File: config.mk
export PLATFORM = sky130hd
export DESIGN_NAME = wtm_seq_8x8_ctrl
export DESIGN_NICKNAME = d
export VERILOG_FILES = /design/src/rtl/wtm_seq_8x8_ctrl.sv
export SDC_FILE = /design/constraint.sdc
export NUM_CORES = 1
export LEC_CHECK = 0
export ABC_CLOCK_PERIOD_IN_PS = 9680
export BUFFER_PORTS_ARGS = -buffer_cell sky130_fd_sc_hd__buf_4
export CAP_MARGIN = 20
export CORE_UTILIZATION = 57
export CTS_CLUSTER_DIAMETER = 120
export DETAILED_ROUTE_END_ITERATION = 8
export PLACE_DENSITY = 0.8
export SLEW_MARGIN = 10
export SYNTH_ARGS = -nofsm -noshare
export SYNTH_HDL_FRONTEND = slang
export SYNTH_SLANG_ARGS = --single-unit
File: constraint.sdc
create_clock -name clk -period 9.68 [get_ports clk]
set_clock_uncertainty 0.1 [all_clocks]
set_input_delay 0 -clock clk [delete_from_list [all_inputs] [get_ports clk]]
set_output_delay 0 -clock clk [all_outputs]
set_load 0.005 [all_outputs]
File: src/rtl/wtm_seq_8x8_ctrl.sv
// Unsigned 8x8 multiply sequenced over four cycles through one shared 4x4 multiplier.
// Valid/ready on both sides; one operation in flight at a time.
module wtm_seq_8x8_ctrl #(
  parameter int unsigned ZERO_SKIP = 1,
  parameter int unsigned CNT_W     = 16
) (
  input  logic             clk,
  input  logic             rst,
  input  logic             in_valid,
  output logic             in_ready,
  input  logic [7:0]       in_a,
  input  logic [7:0]       in_b,
  output logic             out_valid,
  input  logic             out_ready,
  output logic [15:0]      result,
  output logic             busy,
  output logic [CNT_W-1:0] op_count,
  output logic [3:0]       mult_a,
  output logic [3:0]       mult_b,
  input  logic [7:0]       mult_p
);

  typedef enum logic [1:0] {StIdle, StCalc, StDone} state_e;

  state_e           state_q, state_d;
  logic [1:0]       step_q;
  logic [7:0]       a_q, b_q;
  logic [15:0]      acc_q, result_q;
  logic             out_valid_q;
  logic [CNT_W-1:0] op_count_q;

  logic        accept, zero_op, handshake;
  logic [15:0] term, sum;

  assign accept    = in_valid && (state_q == StIdle);
  assign zero_op   = (ZERO_SKIP != 0) && ((in_a == 8'h00) || (in_b == 8'h00));
  // out_valid_q is only ever set while in DONE, so no state qualifier is needed
  assign handshake = out_valid_q && out_ready;

  // State register
  always_ff @(posedge clk or posedge rst) begin
    if (rst) begin
      state_q <= StIdle;
    end else begin
      state_q <= state_d;
    end
  end

  // Next-state logic
  always_comb begin
    state_d = state_q;
    unique case (state_q)
      StIdle: if (accept) state_d = zero_op ? StDone : StCalc;
      StCalc: if (step_q == 2'd3) state_d = StDone;
      StDone: if (handshake) state_d = StIdle;
      default: state_d = StIdle;
    endcase
  end

  // Outputs; the shared multiplier sees zeros outside CALC
  always_comb begin
    in_ready = (state_q == StIdle);
    busy     = (state_q != StIdle);
    mult_a   = 4'd0;
    mult_b   = 4'd0;
    if (state_q == StCalc) begin
      mult_a = step_q[0] ? a_q[7:4] : a_q[3:0];
      mult_b = step_q[1] ? b_q[7:4] : b_q[3:0];
    end
  end

  // Partial product weight follows the nibble positions selected above
  always_comb begin
    term = 16'd0;
    unique case (step_q)
      2'd0:    term = {8'd0, mult_p};
      2'd1:    term = {4'd0, mult_p, 4'd0};
      2'd2:    term = {4'd0, mult_p, 4'd0};
      default: term = {mult_p, 8'd0};
    endcase
  end

  assign sum = acc_q + term;

  always_ff @(posedge clk or posedge rst) begin
    if (rst) begin
      step_q      <= 2'd0;
      a_q         <= 8'd0;
      b_q         <= 8'd0;
      acc_q       <= 16'd0;
      result_q    <= 16'd0;
      out_valid_q <= 1'b0;
      op_count_q  <= '0;
    end else begin
      if (accept) begin
        a_q    <= in_a;
        b_q    <= in_b;
        acc_q  <= 16'd0;
        step_q <= 2'd0;
        if (zero_op) begin
          result_q    <= 16'd0;
          out_valid_q <= 1'b1;
        end
      end
      if (state_q == StCalc) begin
        acc_q  <= sum;
        step_q <= step_q + 2'd1;
        if (step_q == 2'd3) begin
          result_q    <= sum;
          out_valid_q <= 1'b1;
        end
      end
      if (handshake) begin
        out_valid_q <= 1'b0;
        op_count_q  <= op_count_q + 1'b1;
      end
    end
  end

  assign result    = result_q;
  assign out_valid = out_valid_q;
  assign op_count  = op_count_q;

endmodule
* Yosys cells after proc, flatten, opt, wreduce, memory -nomap -nowiden *
Index checks and enable logic that the tools add are counted.

cells by class
  add/subtract/negate cells = 3
  eq/ne operators = 8
  muxes and demuxes = 23
  reduce and logical (&&, ||, !) cells = 11

operators with widths
  cell                     number
  $mux W16                 6
  $pmux W16 S2             1
  $add A16 B1 Y16 const B  1
  $add A16 B16 Y16         1
  $logic_not A8 Y1         2
  $mux W4                  4
  $mux W2                  6
  $eq A2 B2 Y1 const B     3
  $pmux W2 S3              1
  $mux W1                  5
  $eq A2 B1 Y1 const B     2
  $logic_not A2 Y1         2
  $ne A2 B2 Y1 const B     2
  $reduce_bool A2 Y1       2
  $reduce_and A3 Y1        1
  $add A2 B1 Y2 const B    1
  $logic_and A1 B1 Y1      2
  $ne A2 B1 Y1 const B     1
  $reduce_or A2 Y1         1
  $logic_or A1 B1 Y1       1

word-level totals
  flip-flop bits (word level) = 69
  input port bits = 28

* Depth between registers and ports, before layout *
Gate-level depths: netlist of run 1.

  word-level depth = 7
  gate-level depth with buffers = 13
  gate-level depth less buffers = 12

* Worst setup path before layout of run 1 *
OpenSTA, ideal clock, no wires.

  kind = register -> register
  start = register step_q[0]
  end = register result_q[10] (netlist: result[10])
  setup time = 0.128 ns
  arrival = 2.800 ns
  required time = 9.452 ns
  setup slack = 6.653 ns
  cell stages (with the launch flop) = 14
  buffers on the path = 1
  period minus slack after synthesis = 3.027 ns
  path through = dfrtp_1 clkbuf_1 inv_1 ha_1 nor2b_1 and2_1 ha_1 fa_1 a21o_1 a21oi_2 o21ai_4 a21oi_4 xor2_1 o21ai_1

between the ends
  word-level cells in the longest chain between the ends = 6

ends and longest elaborated chain
  item                                                 RTL line  RTL
  from (decl)                                          26        logic [1:0] step_q;
  from (signal assigned)                               107       step_q <= step_q + 2'd1;
  $eq A2 B2 Y1 / $eq A2 B1 Y1 (equally long branches)  75        unique case (step_q)
  $reduce_or A2 Y1 (no line)                           -
  $pmux W16 S2                                         75
  $add A16 B16 Y16                                     83        assign sum = acc_q + term;
  $mux W16 (*)                                         108       if (step_q == 2'd3) begin
  $mux W16 (*)                                         105       if (state_q == StCalc) begin
  to (signal assigned)                                 109       result_q <= sum;
  to (decl)                                            28        logic [15:0] acc_q, result_q;

Mark *: on every way between the ends. The rest lies on a longest branch, timed or not.
A chain may end at the register's enable or synchronous reset.

* Final worst setup path of run 1 *
  start = register step_q[1]
  end = register result_q[10] (netlist: result[10])

The elaborated chain is that of the path after synthesis.

==> results.sh, run 1 <==
export IMPL_outcome="finished, violations left"
export IMPL_violations="DRC"
export IMPL_tightest_slew_ns=0.858
export IMPL_vias=3251
export IMPL_top_layer="met4"
export IMPL_chipWidth_um=84.7
export IMPL_io_pin_count=71
export IMPL_grt_pass1_vias=3163
export IMPL_wl_met3_um=415
export IMPL_pwr_density_cell_nw_per_um2=346
export IMPL_layout_setup_ws_ns=6.27
export IMPL_netlist_area_um2=3900
export IMPL_yosysWarnings=0
export IMPL_p_total_mw=1.69
export IMPL_drive_gt1_frac=0.255
export IMPL_hold_viol_final=0
export IMPL_multiInputGateArea_um2=2060
export IMPL_clkLatencyLatePin_ns=0.35
export IMPL_critPathLaunchType="flip-flop"
export IMPL_crit_required_ns=9.80
export IMPL_port_buffers=70
export IMPL_rows=29
export IMPL_crit_path_end_kind="flip-flop"
export IMPL_ir_worst_vdd_v=0.000219
export IMPL_cp_max_fo=17
export IMPL_async_flop_share=1.00
export IMPL_syn_nets=438
export IMPL_antenna_found_initial=0
export IMPL_start_util=0.603
export IMPL_grt_setup_unrepaired="false"
export IMPL_antenna_left=0
export IMPL_seq_area_um2=1730
export IMPL_clock_root_buffer="clkbuf_8"
export IMPL_synth_ff_type="dfrtp_1"
export IMPL_synth_cell_types=56
export IMPL_hold_path_class="input pin to flip-flop"
export IMPL_pre_cts_ws_ns=6.32
export IMPL_num_antenna_cells=0
export IMPL_place_congestion=0.974
export IMPL_slew_viol_final=0
export IMPL_post_dp_hpwl_um=6230
export IMPL_ctsResizeCount=0
export IMPL_cp_data_arrival_time_ns=3.52
export IMPL_cts_tree="yes"
export IMPL_setup_tns_ns=0
export IMPL_globalRouteTotalUtil=0.273
export IMPL_grt_overflow=0
export IMPL_drt_total_wl_um=9150
export IMPL_routedLengthMet1_um=4060
export IMPL_path_class="flip-flop to flip-flop"
export IMPL_finalSetupViolCount=0
export IMPL_clock_sinks=69
export IMPL_cap_violations=0
export IMPL_netlist_instances=391
export IMPL_drc=1
export IMPL_seq_area_frac_synth=0.443
export IMPL_finalCritPeriodShare=0.352
export IMPL_core_area_um2=6460
export IMPL_areaGrowthSynthToFinish_pct=25.1
export IMPL_die_area_um2=7170
export IMPL_synth_edff_count=0
export IMPL_wl_per_cell_um=16.4
export IMPL_fmax_mhz=294
export IMPL_fp_dieH_um=84.7
export IMPL_cts_buffer_depth=2
export IMPL_fillers=453
export IMPL_avgSynthCellArea_um2=9.96
export IMPL_cts_buffers=9
export IMPL_first_iter_violations=174
export IMPL_ys_ff_latch=69
export IMPL_viasPerCell=5.82
export IMPL_grt_pass1_wl_um=15300
export IMPL_first_pass_iters=9
export IMPL_fin_nets=524
export IMPL_leakage_nw=2.28
export IMPL_relSlewSlack=0.428
export IMPL_grt_max_degree=70
export IMPL_wl_met2_um=4460
export IMPL_cts_setup_buffers=0
export IMPL_htreeDepth=3
export IMPL_clk_pin_slew_ns=0.08
export IMPL_finalCriticalPeriod_ns=3.41
sequential cells by signal, summed over array words and instances, names as in the netlist:
name       flops
out_valid      1
a_q            8
acc_q         16
state_q        2
b_q            8
step_q         2
op_count      16
result        16
power by group:
group / internal [mW] / total, mW / switching (mW)
logic: 0.418 / 0.931 / 0.513
clock network: 0.146 / 0.260 / 0.115
registers: 0.408 / 0.497 / 0.0891
total: 0.972 / 1.69 / 0.717
area by class of cell:
type                    count  share of cell area
clock inverters             7              0.0205
repair buffers             92               0.151
inverters                   8             0.00616
well taps                  77              0.0198
clock buffers               9              0.0254
flip-flops and latches     69               0.354
multi-input cells         297               0.423
cells in the final DEF, fill, tap and decap left out, types with 7 or more instances in the layout:
cell,instances
buf_4,73
and2_1,8
nand3_1,29
clkbuf_8,9
o21ai_0,18
ha_1,18
o21ai_1,10
dfrtp_1,69
xnor2_1,18
mux2_2,16
a21oi_1,18
mux2i_1,9
xor2_1,8
dlygate4sd3_1,19
nand4_1,8
inv_1,7
nand2_1,38
nor2_1,26
layer usage:
layer  vias up  track usage
met5         -            0
met4         0        0.122
met3        20       0.0452
met2        92        0.447
met1      1562        0.359
li1       1577            -
cell usage after synthesis, drive strengths merged, types with 4 or more instances:
cell type  instances  area (µm²)
clkbuf             9        33.8
mux2              16         180
a21oi             23         141
nor2              28         115
dfrtp             69        1730
nand2             38         143
xor2               8        70.1
buf                8        45.0
and2               9        57.6
a22o               6        52.6
a22oi              5        37.5
inv                8        30.0
xnor2             18         158
nor2b              5        31.3
nand3             29         145
o21ai             30         165
o31ai              4        30.0
mux2i              9        90.1
nand4              9        62.6
ha                18         225
nand2b             4        25.0
nor4               4        25.0
worst paths after layout:
path                                            end  slack [ns]  depth (start not counted)                startpoint
setup / recovery               result[10]$_DFF_PP0_        6.27                         11     step_q[1]$_DFFE_PP0P_
hold / removal                 acc_q[0]$_DFFE_PP0P_        0.04                          5                 mult_p[0]
setup reg to reg               result[10]$_DFF_PP0_        6.27                         11     step_q[1]$_DFFE_PP0P_
hold reg to reg            op_count[15]$_DFFE_PP0P_        0.38                          1  op_count[15]$_DFFE_PP0P_
max in group asynchronous       result[4]$_DFF_PP0_        8.52                          4                       rst
min in group asynchronous   op_count[6]$_DFFE_PP0P_        0.37                          4                       rst
kinds of logic after synthesis:
group / count (synthesis) / synth area share
adder cells (fa/ha/maj): 19 / 0.0629
XOR/XNOR: 26 / 0.0584
multiplexers: 25 / 0.0694
flip-flops: 69 / 0.443
buffers and inverters: 25 / 0.0279
AND/OR/NAND/NOR: 137 / 0.177
AO/OA/AOI/OAI: 90 / 0.161
critical path, stage by stage, from the launching register on:
cell,delay (ns)
dfrtp_1,0.54
ha_1,0.53
nor2b_1,0.14
and2_1,0.19
ha_1,0.22
fa_1,0.43
a21o_1,0.20
a21oi_2,0.27
o21ai_4,0.09
a21oi_4,0.27
xor2_1,0.21
o21ai_1,0.09
stage by stage:
| stage | std cells | hold WS (ns) | utilization | area [µm²] |
|---|---|---|---|---|
| after global routing | 559 | 0.0533 | 0.755 | 4880 |
| after floorplan | 391 | 0.0505 | - | 3900 |
| after global placement | 524 | 0.147 | 0.691 | 4460 |
| after detailed placement | 524 | 0.152 | 0.691 | 4460 |
| after CTS | 559 | 0.0397 | 0.755 | 4880 |
| final | 559 | 0.0417 | 0.755 | 4880 |
what timing repair did:
action                                  in CTS  in global routing
hold buffers                                19                  0
hold endpoints to repair                    90                  0
endpoints found under the setup margin       0                  0
Power figures use the tool's default switching activity.
==> run 2: changes to the inputs <==
- ABC_CLOCK_PERIOD_IN_PS: 9680 -> 2800
- CORE_UTILIZATION: 57 -> 51
- PLACE_DENSITY: 0.8 -> 0.76
- clock period: 9.68 -> 2.8 ns (I/O delays scaled with it)
==> run 2 against run 1 <==
Compared with the run above: the run now ends clean; clock-buffer cell count up 3; register-to-register slack got worse by 6.2 ns; sequential share of layout area shrank 2.6 points; maximum frequency rose by 25%; via count increased by 4.9%; critical path depth rose by 1; final area is 7.8% higher; critical endpoint is now acc_q[13]$_DFFE_PP0P_; core utilization down 3.8 points; highest routed layer unchanged; combinational power increased to 4.3 times the previous value.
==> results.sh, run 2 (same netlist as run 1, synthesis figures left out) <==
export IMPL_clock_sinks=69
export IMPL_io_pin_count=71
export IMPL_ir_worst_vdd_v=0.000610
export IMPL_rrSetupSlack_ns=0.07
export IMPL_cap_violations=0
export IMPL_place_congestion=0.924
export IMPL_htreeDepth=3
export IMPL_first_iter_violations=168
export IMPL_finalSetupViolCount=0
export IMPL_whs_endpoint="acc_q[0]$_DFFE_PP0P_"
export IMPL_crit_path_cell_trace="inv_2, ha_4, buf_6, a22oi_2, nor2_2, ha_1, buf_4, buf_4, a21oi_2, a211oi_2, mux2i_1, o21ai_1"
export IMPL_slew_viol_final=0
export IMPL_leakage_nw=2.43
export IMPL_fin_nets=554
export IMPL_num_antenna_cells=0
export IMPL_routedLengthMet1_um=4590
export IMPL_finalCritPeriodShare=0.975
export IMPL_cpPeakStageDelay_ns=0.42
export IMPL_port_buffers=70
export IMPL_antenna_left=0
export IMPL_r2r_end="acc_q[13]$_DFFE_PP0P_"
export IMPL_placed_area_um2=4680
export IMPL_critPathLaunchType="flip-flop"
export IMPL_clock_root_buffer="clkbuf_8"
export IMPL_seq_area_um2=1730
export IMPL_start_util=0.531
export IMPL_post_dp_hpwl_um=6890
export IMPL_core_area_um2=7330
export IMPL_multiInputGateArea_um2=2200
export IMPL_worstReg2RegStart="step_q[1]$_DFFE_PP0P_"
export IMPL_final_common_cell="buf_4"
export IMPL_crit_required_ns=2.92
export IMPL_first_pass_iters=5
export IMPL_final_cell_mix="buf_4 (101), dfrtp_1 (69), nand2_1 (38)"
export IMPL_die_area_um2=7990
export IMPL_tightest_slew_ns=0.817
export IMPL_wl_met2_um=4780
export IMPL_grt_max_degree=42
export IMPL_cp_slowest_cell="dfrtp_1"
export IMPL_rows=31
export IMPL_cp_data_arrival_time_ns=2.85
export IMPL_cts_buffer_depth=2
export IMPL_hold_path_class="input pin to flip-flop"
export IMPL_path_class="flip-flop to flip-flop"
export IMPL_clk_pin_slew_ns=0.07
export IMPL_hp_start="mult_p[0]"
export IMPL_grt_setup_unrepaired="true"
export IMPL_wl_met3_um=454
export IMPL_finalCriticalPeriod_ns=2.73
export IMPL_clkLatencyLatePin_ns=0.35
export IMPL_grt_pass1_wl_um=15900
export IMPL_drc=0
export IMPL_relSlewSlack=0.454
export IMPL_fin_area_um2=5260
export IMPL_cts_buffers=9
export IMPL_crit_family="compound AO/OA/AOI/OAI gates"
export IMPL_grt_pass1_vias=3223
export IMPL_worstRegToRegCells=12
export IMPL_fmax_mhz=366
export IMPL_cp_max_fo=5
export IMPL_grt_overflow=0
export IMPL_drive_gt1_frac=0.339
export IMPL_crit_path_frequent_cell="buf_4"
export IMPL_antenna_found_initial=0
export IMPL_drt_total_wl_um=10000
export IMPL_top_layer="met4"
export IMPL_outcome="finished clean"
export IMPL_cts_tree="yes"
export IMPL_fillers=524
export IMPL_chipWidth_um=89.4
export IMPL_holdPathStages=5
export IMPL_areaGrowthSynthToFinish_pct=34.9
export IMPL_setup_tns_ns=0
export IMPL_globalRouteTotalUtil=0.264
export IMPL_fp_dieH_um=89.4
export IMPL_vias=3410
export IMPL_wl_per_cell_um=16.4
export IMPL_cp_num_buf_inv=4
export IMPL_hold_viol_final=0
export IMPL_finalHoldWorstSlack_ns=0.0477
export IMPL_crit_path_end_kind="flip-flop"
export IMPL_viasPerCell=5.59
export IMPL_pwr_density_cell_nw_per_um2=1250
==> run 2: cell types whose count changed in the layout (fill, tap and decap cells not counted), sizes merged <==
| cell | change |
|---|---|
| bufinv | -1 |
| clkinv | -1 |
| clkbuf | +3 |
| buf | +30 |
| clkinvlp | -2 |
==> run 2: power breakdown <==
group,internal (mW),switching [mW]
Clock,0.433,0.367
Sequential,1.41,0.295
Combinational,1.96,2.08
Total,3.80,2.74
==> run 2: repair_timing <==
action / CTS / global route
endpoints found under the setup margin: 3 / 19
hold buffers: 19 / 0
hold endpoints to repair: 60 / 0
pin swaps: 0 / 28
gates resized for setup: 4 / 26
buffers inserted: 0 / 8
==> run 2: worst max path at each step <==
stage                                startpoint                    end  slack (ns)  cells past startpoint
after floorplan           step_q[0]$_DFFE_PP0P_   result[10]$_DFF_PP0_       0.008                     13
after global placement    step_q[0]$_DFFE_PP0P_   result[12]$_DFF_PP0_        0.05                     11
after detailed placement  step_q[0]$_DFFE_PP0P_   result[12]$_DFF_PP0_      -0.004                     11
after CTS                 step_q[0]$_DFFE_PP0P_   result[12]$_DFF_PP0_        0.02                     12
after global routing      step_q[0]$_DFFE_PP0P_  acc_q[13]$_DFFE_PP0P_       -0.04                     11
final                     step_q[1]$_DFFE_PP0P_  acc_q[13]$_DFFE_PP0P_        0.07                     12
==> run 2: routing by layer <==
layer / global-route usage / vias to the layer above
met2: 0.434 / 106
met1: 0.352 / 1642
met5: 0 / -
met3: 0.0388 / 24
met4: 0.102 / 0
li1: - / 1638
==> run 2: final cells by class <==
| class | instances | share of cell area |
|---|---|---|
| multi-input cells | 297 | 0.419 |
| flip-flops and latches | 69 | 0.328 |
| well taps | 99 | 0.0236 |
| clock inverters | 3 | 0.00881 |
| clock buffers | 12 | 0.0276 |
| repair buffers | 122 | 0.186 |
| inverters | 8 | 0.00571 |
==> run 2: stage by stage <==
stage,power (mW),utilization,setup WS (ns),cells
after floorplan,4.01,-,0.00797,391
after global placement,5.18,0.638,0.0540,568
after detailed placement,5.28,0.638,-0.00433,568
after CTS,6.17,0.692,0.0155,602
after global routing,7.03,0.717,-0.0448,610
final,6.54,0.717,0.0710,610
==> run 2: worst register-to-register path, stage by stage (launching register included) <==
cell and delay, ns:
dfrtp_1 0.42, inv_2 0.07, ha_4 0.24, buf_6 0.12
a22oi_2 0.13, nor2_2 0.08, ha_1 0.33, buf_4 0.12
buf_4 0.11, a21oi_2 0.06, a211oi_2 0.38, mux2i_1 0.34
o21ai_1 0.12
==> run 3: changes to the inputs <==
- ABC_AREA: not set -> 1
- ABC_CLOCK_PERIOD_IN_PS: 2800 -> 3140
- CORE_UTILIZATION: 51 -> 57
- HOLD_SLACK_MARGIN: not set -> 0.08
- PLACE_DENSITY: 0.76 -> 0.8
- clock period: 2.8 -> 3.14 ns (I/O delays scaled with it)
==> run 3 against run 2 <==
Compared with the run above: worst setup slack better by 0.18 ns; synthesized area up 6.1%; clock power up 5.4%; sequential share of layout area up 0.17 points; hold slack better by 0.087 ns; clock-buffer cell count down 3.
==> results.sh, run 3 <==
export IMPL_async_flop_share=1.00
export IMPL_crit_required_ns=3.29
export IMPL_start_util=0.599
export IMPL_leakage_nw=3.04
export IMPL_placed_area_um2=4720
export IMPL_r2r_end="result[12]$_DFF_PP0_"
export IMPL_fin_area_um2=5230
export IMPL_io_pin_count=71
export IMPL_cap_violations=0
export IMPL_ir_worst_vdd_v=0.000482
export IMPL_crit_path_cell_trace="ha_2, inv_1, nand2_1, nor2_1, ha_1, fa_1, nand3_1, nand2_1, nand2_1, nand2_1, nand2_1, nand3_1, nand3_1, nand2_1"
export IMPL_crit_family="simple AND/OR/NAND/NOR gates"
export IMPL_fp_dieH_um=87.2
export IMPL_yosys_top_cells_area="dfrtp_1 (42%), nand2_1 (21%), inv_1 (7.7%)"
export IMPL_synth_cell_types=30
export IMPL_cp_data_arrival_time_ns=3.04
export IMPL_hold_path_class="input pin to asynchronous set/reset pin"
export IMPL_die_area_um2=7600
export IMPL_globalRouteTotalUtil=0.316
export IMPL_place_congestion=0.948
export IMPL_fillers=534
export IMPL_netlist_area_um2=4130
export IMPL_syn_nets=616
export IMPL_clk_pin_slew_ns=0.09
export IMPL_drc=0
export IMPL_rows=30
export IMPL_final_common_cell="nand2_1"
export IMPL_cp_num_buf_inv=1
export IMPL_crit_path_end_kind="flip-flop"
export IMPL_worstRegToRegCells=14
export IMPL_yosysWarnings=0
export IMPL_grt_pass1_wl_um=18200
export IMPL_grt_overflow=0
export IMPL_finalCritPeriodShare=0.920
export IMPL_core_area_um2=6910
export IMPL_finalSetupViolCount=0
export IMPL_antenna_found_initial=0
export IMPL_critPathLaunchType="flip-flop"
export IMPL_grt_pass1_vias=3944
export IMPL_pwr_density_cell_nw_per_um2=968
export IMPL_rrSetupSlack_ns=0.25
export IMPL_cts_tree="yes"
export IMPL_drt_total_wl_um=11100
export IMPL_synth_edff_count=0
export IMPL_grt_setup_unrepaired="false"
export IMPL_finalCriticalPeriod_ns=2.89
export IMPL_chipWidth_um=87.2
export IMPL_stdcell_count=771
export IMPL_wl_per_cell_um=14.4
export IMPL_place_inst=727
export IMPL_cpPeakStageDelay_ns=0.50
export IMPL_slew_viol_final=0
export IMPL_netlist_instances=569
export IMPL_yosysTopAreaCell="dfrtp_1"
export IMPL_synth_most_common_cell="nand2_1"
export IMPL_synth_top_area_frac=0.418
export IMPL_cts_setup_buffers=0
export IMPL_synth_ff_type="dfrtp_1"
export IMPL_fmax_mhz=346
export IMPL_seq_area_frac_synth=0.418
export IMPL_relSlewSlack=0.406
export IMPL_final_cell_mix="nand2_1 (232), inv_1 (84), buf_4 (72)"
export IMPL_cp_slowest_cell="dfrtp_1"
export IMPL_seq_area_um2=1730
export IMPL_clkLatencyLatePin_ns=0.36
export IMPL_multiInputGateArea_um2=2000
export IMPL_path_class="flip-flop to flip-flop"
export IMPL_cts_buffers=9
export IMPL_outcome="finished clean"
export IMPL_worstReg2RegStart="step_q[1]$_DFFE_PP0P_"
export IMPL_fin_nets=717
export IMPL_ys_ff_latch=69
export IMPL_cp_max_fo=8
export IMPL_avgSynthCellArea_um2=7.27
export IMPL_num_antenna_cells=0
export IMPL_tightest_slew_ns=0.890
export IMPL_setup_tns_ns=0
export IMPL_areaGrowthSynthToFinish_pct=26.5
export IMPL_port_buffers=70
export IMPL_clock_sinks=69
export IMPL_vias=3991
export IMPL_synthTopCellsByCount="nand2_1 (232), inv_1 (85), dfrtp_1 (69), nand3_1 (30), nor2_1 (21)"
export IMPL_htreeDepth=3
export IMPL_cts_buffer_depth=2
export IMPL_crit_path_frequent_cell="nand2_1"
export IMPL_first_pass_iters=5
export IMPL_viasPerCell=5.18
export IMPL_drive_gt1_frac=0.166
export IMPL_antenna_left=0
export IMPL_grt_max_degree=47
export IMPL_startpoint="step_q[1]$_DFFE_PP0P_"
export IMPL_post_dp_hpwl_um=7340
export IMPL_hold_viol_final=0
export IMPL_p_total_mw=5.06
export IMPL_first_iter_violations=281
export IMPL_clock_root_buffer="clkbuf_8"
## run 3: worst max-delay path by stage
stage                           end  cells past startpoint
6_report       result[12]$_DFF_PP0_                     14
3_5_place_dp   result[12]$_DFF_PP0_                     14
5_1_grt         result[7]$_DFF_PP0_                     12
3_3_place_gp    result[7]$_DFF_PP0_                     12
2_1_floorplan   result[7]$_DFF_PP0_                     12
4_1_cts        result[12]$_DFF_PP0_                     14
## run 3: through the flow
step / hold WS, ns / setup slack (ns) / utilization
after detailed placement: -0.0299 / 0.261 / 0.683
after CTS: 0.155 / 0.242 / 0.757
after global routing: 0.171 / 0.0211 / 0.757
after global placement: -0.0375 / 0.340 / 0.683
final: 0.135 / 0.251 / 0.757
after floorplan: 0.0166 / 0.656 / -
## run 3: logic make-up after synthesis
family | Yosys count | share of synthesized area
AOI/OAI and AO/OA | 45 | 0.0581
xor gates and xnor gates | 20 | 0.0424
adders and majority gates | 19 | 0.0593
buffers and inverters | 100 | 0.0999
DFF | 69 | 0.418
and+or+nand+nor | 316 | 0.323
## run 3: repair_timing
action | in CTS | in global routing
gates resized for setup | 0 | 1
setup endpoints to repair | 0 | 7
hold buffers | 28 | 0
hold endpoints to repair | 48 | 0
## run 3: metal layers
layer	GRT usage	wire length [µm]	vias to the layer above
li1	-	-	1956
met1	0.397	4750	1855
met2	0.536	5530	143
met3	0.0502	519	37
met4	0.149	340	0
met5	0	0	-
## run 3: worst min-delay path, stage by stage
cell and delay [ns]:
dlygate4sd3_1 0.54, buf_4 0.14, inv_2 0.37
## run 3: where the power goes
group | switching [mW] | internal [mW] | total [mW]
logic | 1.64 | 1.06 | 2.71
clock network | 0.385 | 0.458 | 0.843
registers | 0.273 | 1.24 | 1.51
## run 3: cell type report
| type | instances | share of cell area |
|---|---|---|
| clock buffer | 9 | 0.0237 |
| clock inverter | 7 | 0.0196 |
| inverter | 90 | 0.0646 |
| multi-input combinational | 400 | 0.382 |
| sequential | 69 | 0.330 |
| tap | 96 | 0.0230 |
| timing repair buffer | 100 | 0.157 |
